## config.mk

```make
export PLATFORM = sky130hd
export DESIGN_NAME = regfile_32x64_flat
export DESIGN_NICKNAME = d
export VERILOG_FILES = /design/src/rtl/regfile_pkg.sv /design/src/rtl/regfile_32x64_if.sv /design/src/rtl/regfile_32x64_row64.sv /design/src/rtl/regfile_32x64.sv /design/src/flat_wrapper.sv
export SDC_FILE = /design/constraint.sdc
export NUM_CORES = 2
export LEC_CHECK = 0
export CORE_MARGIN = 4
export CORE_UTILIZATION = 50
export CTS_BUF_LIST = sky130_fd_sc_hd__clkbuf_16
export DETAILED_ROUTE_END_ITERATION = 12
export PLACE_DENSITY = 0.67
export SKIP_CTS_REPAIR_TIMING = 1
export SYNTH_ARGS = -nofsm -noshare
export SYNTH_HDL_FRONTEND = slang
export SYNTH_SLANG_ARGS = --single-unit
```

## constraint.sdc

```tcl
create_clock -name clk -period 4.6 [get_ports clk]
set_clock_uncertainty 0.2 [all_clocks]
set_input_delay 0.92 -clock clk [delete_from_list [all_inputs] [get_ports clk]]
set_output_delay 0.92 -clock clk [all_outputs]
set_load 0.02 [all_outputs]
```

## src/rtl/regfile_pkg.sv

```systemverilog
// Shared constants and types for the 32 x 64-bit register file.
// Included by every file of the register-file slice.
package regfile_pkg;

  localparam int DATA_W   = 64;
  localparam int ADDR_W   = 5;
  localparam int NUM_REGS = 2 ** ADDR_W;

  typedef logic [ADDR_W-1:0] reg_addr_t;
  typedef logic [DATA_W-1:0] reg_data_t;

endpackage

```

## src/rtl/regfile_32x64_if.sv

```systemverilog
// Read/write port bundle of the register file.
// master = datapath side, slave = register file.
interface regfile_if;
  import regfile_pkg::*;

  reg_addr_t rdAddrA;
  reg_addr_t rdAddrB;
  reg_data_t rdDataA;
  reg_data_t rdDataB;
  reg_addr_t wrAddr;
  reg_data_t wrData;
  logic      write;

  modport master (
    output rdAddrA, rdAddrB,
    output wrAddr, wrData, write,
    input  rdDataA, rdDataB
  );

  modport slave (
    input  rdAddrA, rdAddrB,
    input  wrAddr, wrData, write,
    output rdDataA, rdDataB
  );

endinterface

```

## src/rtl/regfile_32x64_row64.sv

```systemverilog
// One 64-bit register row with async active-low clear
// and a load enable driven by the write decoder.
module regfile_row64
  import regfile_pkg::*;
(
  input  logic      clk,
  input  logic      reset,
  input  logic      load,
  input  reg_data_t d,
  output reg_data_t q
);

  always_ff @(posedge clk or negedge reset) begin
    if (!reset) begin
      q <= '0;
    end else if (load) begin
      q <= d;
    end
  end

endmodule

```

## src/rtl/regfile_32x64.sv

```systemverilog
// 32 x 64-bit register file: 2 async read ports, 1 sync write port.
// Optional write-to-read forwarding: define REGFILE_BYPASS_EN.
module regfile_32x64
  import regfile_pkg::*;
(
  input  logic    clk,
  input  logic    reset,
  regfile_if.slave rf
);

  logic [NUM_REGS-1:0] loadVec;
  reg_data_t           rows [NUM_REGS];
  reg_data_t           muxA;
  reg_data_t           muxB;

  // one-hot write decoder; at most one row loads per edge
  always_comb begin
    loadVec = '0;
    if (rf.write) begin
      loadVec[rf.wrAddr] = 1'b1;
    end
  end

  genvar i;
  generate
    for (i = 0; i < NUM_REGS; i++) begin : gRow
      regfile_row64 uRow (
        .clk   (clk),
        .reset (reset),
        .load  (loadVec[i]),
        .d     (rf.wrData),
        .q     (rows[i])
      );
    end
  endgenerate

  assign muxA = rows[rf.rdAddrA];
  assign muxB = rows[rf.rdAddrB];

`ifdef REGFILE_BYPASS_EN
  logic hitA;
  logic hitB;

  assign hitA = rf.write & reset & (rf.wrAddr == rf.rdAddrA);
  assign hitB = rf.write & reset & (rf.wrAddr == rf.rdAddrB);

  assign rf.rdDataA = hitA ? rf.wrData : muxA;
  assign rf.rdDataB = hitB ? rf.wrData : muxB;
`else
  assign rf.rdDataA = muxA;
  assign rf.rdDataB = muxB;
`endif

endmodule

```

## src/flat_wrapper.sv

```systemverilog
// flat-port wrapper written by rule: the top's interface ports become plain ports
module regfile_32x64_flat import regfile_pkg::*;
  (clk, reset, rf_rdAddrA, rf_rdAddrB, rf_wrAddr, rf_wrData, rf_write, rf_rdDataA, rf_rdDataB);
  regfile_if rf_i ();
  input  logic clk;
  input  logic reset;
  input wire logic [$bits(rf_i.rdAddrA)-1:0] rf_rdAddrA;
  input wire logic [$bits(rf_i.rdAddrB)-1:0] rf_rdAddrB;
  input wire logic [$bits(rf_i.wrAddr)-1:0] rf_wrAddr;
  input wire logic [$bits(rf_i.wrData)-1:0] rf_wrData;
  input wire logic [$bits(rf_i.write)-1:0] rf_write;
  output wire logic [$bits(rf_i.rdDataA)-1:0] rf_rdDataA;
  output wire logic [$bits(rf_i.rdDataB)-1:0] rf_rdDataB;
  assign rf_i.rdAddrA = rf_rdAddrA;
  assign rf_i.rdAddrB = rf_rdAddrB;
  assign rf_i.wrAddr = rf_wrAddr;
  assign rf_i.wrData = rf_wrData;
  assign rf_i.write = rf_write;
  assign rf_rdDataA = rf_i.rdDataA;
  assign rf_rdDataB = rf_i.rdDataB;
  regfile_32x64 u_core (.clk(clk), .reset(reset), .rf(rf_i));
endmodule
```

-- Yosys cells after proc, flatten, opt, wreduce, memory -nomap -nowiden
Index checks and enable logic that the tools add are counted.
- bits in registers: 2048
- output and inout port bits: 128
- logic and storage cells: 48
- input port bits: 82
- bitwise logic cells: 2
- reductions and logical operators: 1
- multiplexer cells: 9
- $lt $le $gt $ge: 4
- operator list (operator ; count):
    $bmux W64 S5 ; 2
    $mux W64 ; 4
    $mux W32 ; 1
    $ge A6 B6 Y1 const B ; 2
    $not A5 Y6 ; 2
    $lt A5 B6 Y1 const B ; 1
    $demux W1 S5 ; 1
    $ge A5 B1 Y1 const B ; 1
    $logic_and A1 B1 Y1 ; 1
    $mux W1 ; 1

-- Logic depth before layout (Yosys ltp)
- depth in word-level cells: 5
- gate-level depth with buffers: 9
- mapped depth without buffers: 5

-- Modules after synthesis
A second synthesis with hierarchy kept.
- cells, all modules: 6285
- area total of the unflattened synthesis: 117846.8 um^2
- modules (own cells, without submodules) (module ; cells each ; area each (um^2) ; times used ; seq. area each (um^2)):
    regfile_row64 ; 135 ; 2678.8 ; 32 ; 1601.5
    regfile_32x64 ; 1965 ; 32124.6 ; 1 ; 0.0

-- Worst setup path after synthesis
OpenSTA, ideal clock, no wires.
- path type: input to output
- start: in rf_rdAddrB[4]
- end: out rf_rdDataB[10]
- stages on the path: 7
- path slack: 0.828 ns
- path buffers: 3
- required time: 3.480 ns
- arrival time: 2.652 ns
- cells stage by stage: buf_2 -> nor2b_1 -> nand2b_1 -> clkbuf_1 -> clkbuf_1 -> o22ai_1 -> nor4_1
- cells in the longest elaborated chain, start to end: 4
- RTL lines (element ; line ; source):
    from (decl) ; flat_wrapper.sv:8 ; input wire logic [$bits(rf_i.rdAddrB)-1:0] rf_rdAddrB;
    $not A5 Y6 (not written as such) ; regfile_32x64.sv:38 ; assign muxB = rows[rf.rdAddrB];
    $bmux W64 S5 ; regfile_32x64.sv:38 ;
    $mux W64 (not written as such) (2 in series) ; regfile_32x64.sv:38 ;
    to (decl) ; flat_wrapper.sv:13 ; output wire logic [$bits(rf_i.rdDataB)-1:0] rf_rdDataB;
No other way between the ends. The select of a mux whose other input is x is not followed.

-- Worst setup path after layout
- start: in rf_rdAddrB[4]
- end: out rf_rdDataB[6]
Same word-level chain as after synthesis.

==> summary.txt <==
Timing
  – Achievable clock frequency: 217 MHz
  – Relative slew margins: 14.3%
  – Final worst-path cycle share: 100%
  – Number of hold violations in the final report: 0
  – Unrepaired setup endpoints after global routing: yes
  – Worst hold slack after final layout: 0.309 ns
  – Final count of negative-setup-slack endpoints: 1
  – Transition at the pin with the smallest max-transition slack: 1.28 ns
  – Worst setup slack after layout: -0.0118 ns
  – Total Neg Setup Slack: -0.0118 ns
  – Pins over their slew limit: 0
  – Post-layout minimum cycle time: 4.61 ns

Cells and area
  – Area growth from synthesis to final layout: 15.6%
  – Flip-flop count of the largest register, all copies and words added: 2,048
  – Most common library cell in the layout ignoring fill and taps: sky130_fd_sc_hd__dfrtp_1
  – Largest Register: u_core.gRow.uRow.q
  – Layout cells sized above 1: 55.0%
  – Final std cell area, no fill: 123,000 um^2
  – Final core utilization: 58.1%
  – Largest registers in the final layout: u_core.gRow.uRow.q: 2048 flops
  – Commonest cells after routing, fill and taps aside: sky130_fd_sc_hd__dfrtp_1, sky130_fd_sc_hd__mux2_2, sky130_fd_sc_hd__mux4_2
  – Nets: 7,174
  – Post-layout instance count excluding filler cells: 10,100

Synth
  – Yosys warning count: 0
  – Proportion of synthesized chip area in sequential cells: 48.1%
  – Gate count after technology mapping: 6,789
  – Count of state elements after synthesis: 2,048
  – Post-synthesis instance area: 107,000 um^2
  – Number of enable flip-flop cells after synthesis: 0
  – Distinct cells, synth: 45
  – Post-synthesis async set-or-reset flop share: 100%
  – Predominant post-synthesis flop cell: sky130_fd_sc_hd__dfrtp_1
  – Nets in the synthesized netlist: 6,871
  – Mapped Avg Cell Area: 15.7 um^2

Floorplanning
  – Height of the die: 470 um
  – Die Outline Area: 221,000 um^2
  – Floorplan Core Area: 212,000 um^2
  – Initial Util: 50.2%
  – Die extent in x: 470 um
  – Row count: 169
  – IO Count: 210

Worst setup path
  – Critical R2R Launch: u_core.gRow[0].uRow.q[10]
  – Startpoint kind of the worst setup timing path: input pin
  – Startpoint-to-endpoint class of the critical path: in2out
  – Reg2reg path depth: 1
  – Maximum net fanout on the critical path: 13
  – Arrival time at the worst endpoint: 3.49 ns
  – Crit path required time: 3.48 ns
  – Endpoint class of the critical path: output pin
  – Worst setup path startpoint: rf_rdAddrB[4]

Pwr
  – Internal portion of total power: 37.4 mW
  – Power share of the sequential group: 46.3%
  – Peak VDD IR: 363 uV
  – Share of power burned in combinational logic: 22.1%
  – Switching share of power: 28.3%
  – Power density normalized to cell area: 424 nW/um^2
  – Leak Pwr: 54.0 nW
  – Share of total power in the clock network: 31.6%
  – Switching component of the power: 14.8 mW

Placement
  – Detailed placer's ending HPWL: 222,000 um
  – Post-Place Cells: 9,676
  – Port Buffers: 209
  – Area post-placement: 116,000 um^2
  – Global placement routability congestion: 0.880

Detailed routing
  – Vias: 70,300
  – Router iterations before antenna repair: 5
  – Wire length per cell after detailed routing: 36.0 um
  – Final wirelength: 364,000 um
  – Number of vias per cell after detailed routing: 6.96
  – Number of design-rule violations left by the first detailed-router iteration: 7,712
  – Number of remaining DRC errors: 0
  – Antenna Nets Post-Route: 0

Hold path
  – Hold Path Origin: u_core.gRow[12].uRow.q[47]
  – Type of the worst min-delay path: reg2reg
  – Number of cells traversed by the worst hold path: 1

GRT
  – GRT Total Usage: 32.6%
  – Number of global-route vias before repair: 72,300
  – Global-route wire length before repair: 524,000 um
  – Initial antenna violation count: 21
  – Maximum number of pins on one net before global-route repair: 121
  – Overflow after GRT: 0

Clocking
  – Clock buffer count from CTS: 218
  – Clock transition at the registers of the reported paths: 0.06 ns
  – Insertion delay to the later sink of the worst-skew pair: 0.87 ns
  – Clock tree from TritonCTS: yes
  – Maximum buffer depth of the clock tree: 3
  – H-Tree Depth: 4
  – Root Buffer: sky130_fd_sc_hd__clkbuf_16
  – Clock Sink Count: 2,048

Flow run
  – Count of maximum capacitance violations: 0

Outcome
  – Violated checks: negative setup slack
  – Run status: finished, violations left
==> routing by layer <==
layer,global-route usage [%],wire (um)
met3,6.86,29800
met5,0.368,52
met1,43.5,142000
met4,15.8,18800
met2,51.5,174000
==> kinds of logic after synthesis <==
kind of cell    after synthesis  synth area share (%)
mux                        3144                  43.0
flops                      2048                  48.1
buf+inv                     738                  3.60
compound gates              564                  3.56
simple gates                295                  1.68
==> Yosys cell counts (all sizes together) (10+ instances only) <==
master  instances  area (um^2)
nor2b          18          115
nand3          53          270
mux2         2060        23200
nand4          13         81.3
o22ai         385         2410
clkbuf        304         1140
a221oi         12          105
a211oi         13         97.6
a221o          15          150
nand2b         11         68.8
nand2          36          135
a22oi         109          818
nor3           10         55.1
dfrtp        2048        51200
buf           434         2690
nor4           91          569
mux2i         140         1400
mux4          944        21300
nor2           29          226
==> worst paths after layout <==
check / end / slack [ns]
max in group asynchronous: u_core.gRow[10].uRow.q[47] / 2.38
setup reg to reg: u_core.gRow[0].uRow.q[10] / 3.56
min in group asynchronous: u_core.gRow[2].uRow.q[6] / 0.55
hold / removal: u_core.gRow[12].uRow.q[47] / 0.31
hold reg to reg: u_core.gRow[12].uRow.q[47] / 0.31
setup / recovery: rf_rdDataB[6] / -0.01
==> area by class of cell <==
type / instances / area, um^2
clock inverters: 179 / 1050
diodes: 15 / 37.5
fillers: 16200 / 88900
multi-input cells: 4003 / 52100
flip-flops and latches: 2048 / 51200
repair buffers: 821 / 9710
well taps: 2821 / 3530
clock buffers: 219 / 5480
==> worst max-delay path: stages <==
cell,delay (ns)
sky130_fd_sc_hd__clkdlybuf4s50_1,0.45
sky130_fd_sc_hd__buf_12,0.17
sky130_fd_sc_hd__nor2b_1,0.14
sky130_fd_sc_hd__buf_4,0.18
sky130_fd_sc_hd__buf_4,0.16
sky130_fd_sc_hd__nand2b_4,0.15
sky130_fd_sc_hd__o221ai_1,0.24
sky130_fd_sc_hd__nor3_2,0.31
sky130_fd_sc_hd__buf_4,0.17
sky130_fd_sc_hd__clkdlybuf4s50_1,0.59
==> per-stage QoR <==
stage	setup WS (ns)	total power, mW
2_1_floorplan	0.828	31.5
3_3_place_gp	-0.466	35.2
3_5_place_dp	-0.489	35.7
4_1_cts	-0.492	52.1
5_1_grt	-0.0563	54.2
6_report	-0.0118	52.2
==> power groups by stage <==
stage / Combinational (mW) / Sequential [mW] / Clock (mW)
final: 11.5 / 24.2 / 16.5
after global placement: 11.1 / 24.0 / 0
after CTS: 11.4 / 24.0 / 16.7
after detailed placement: 11.4 / 24.3 / 0
after floorplan: 8.08 / 23.4 / 0
after global routing: 12.2 / 24.5 / 17.5
Note: power is estimated with default switching activity, not from simulation.
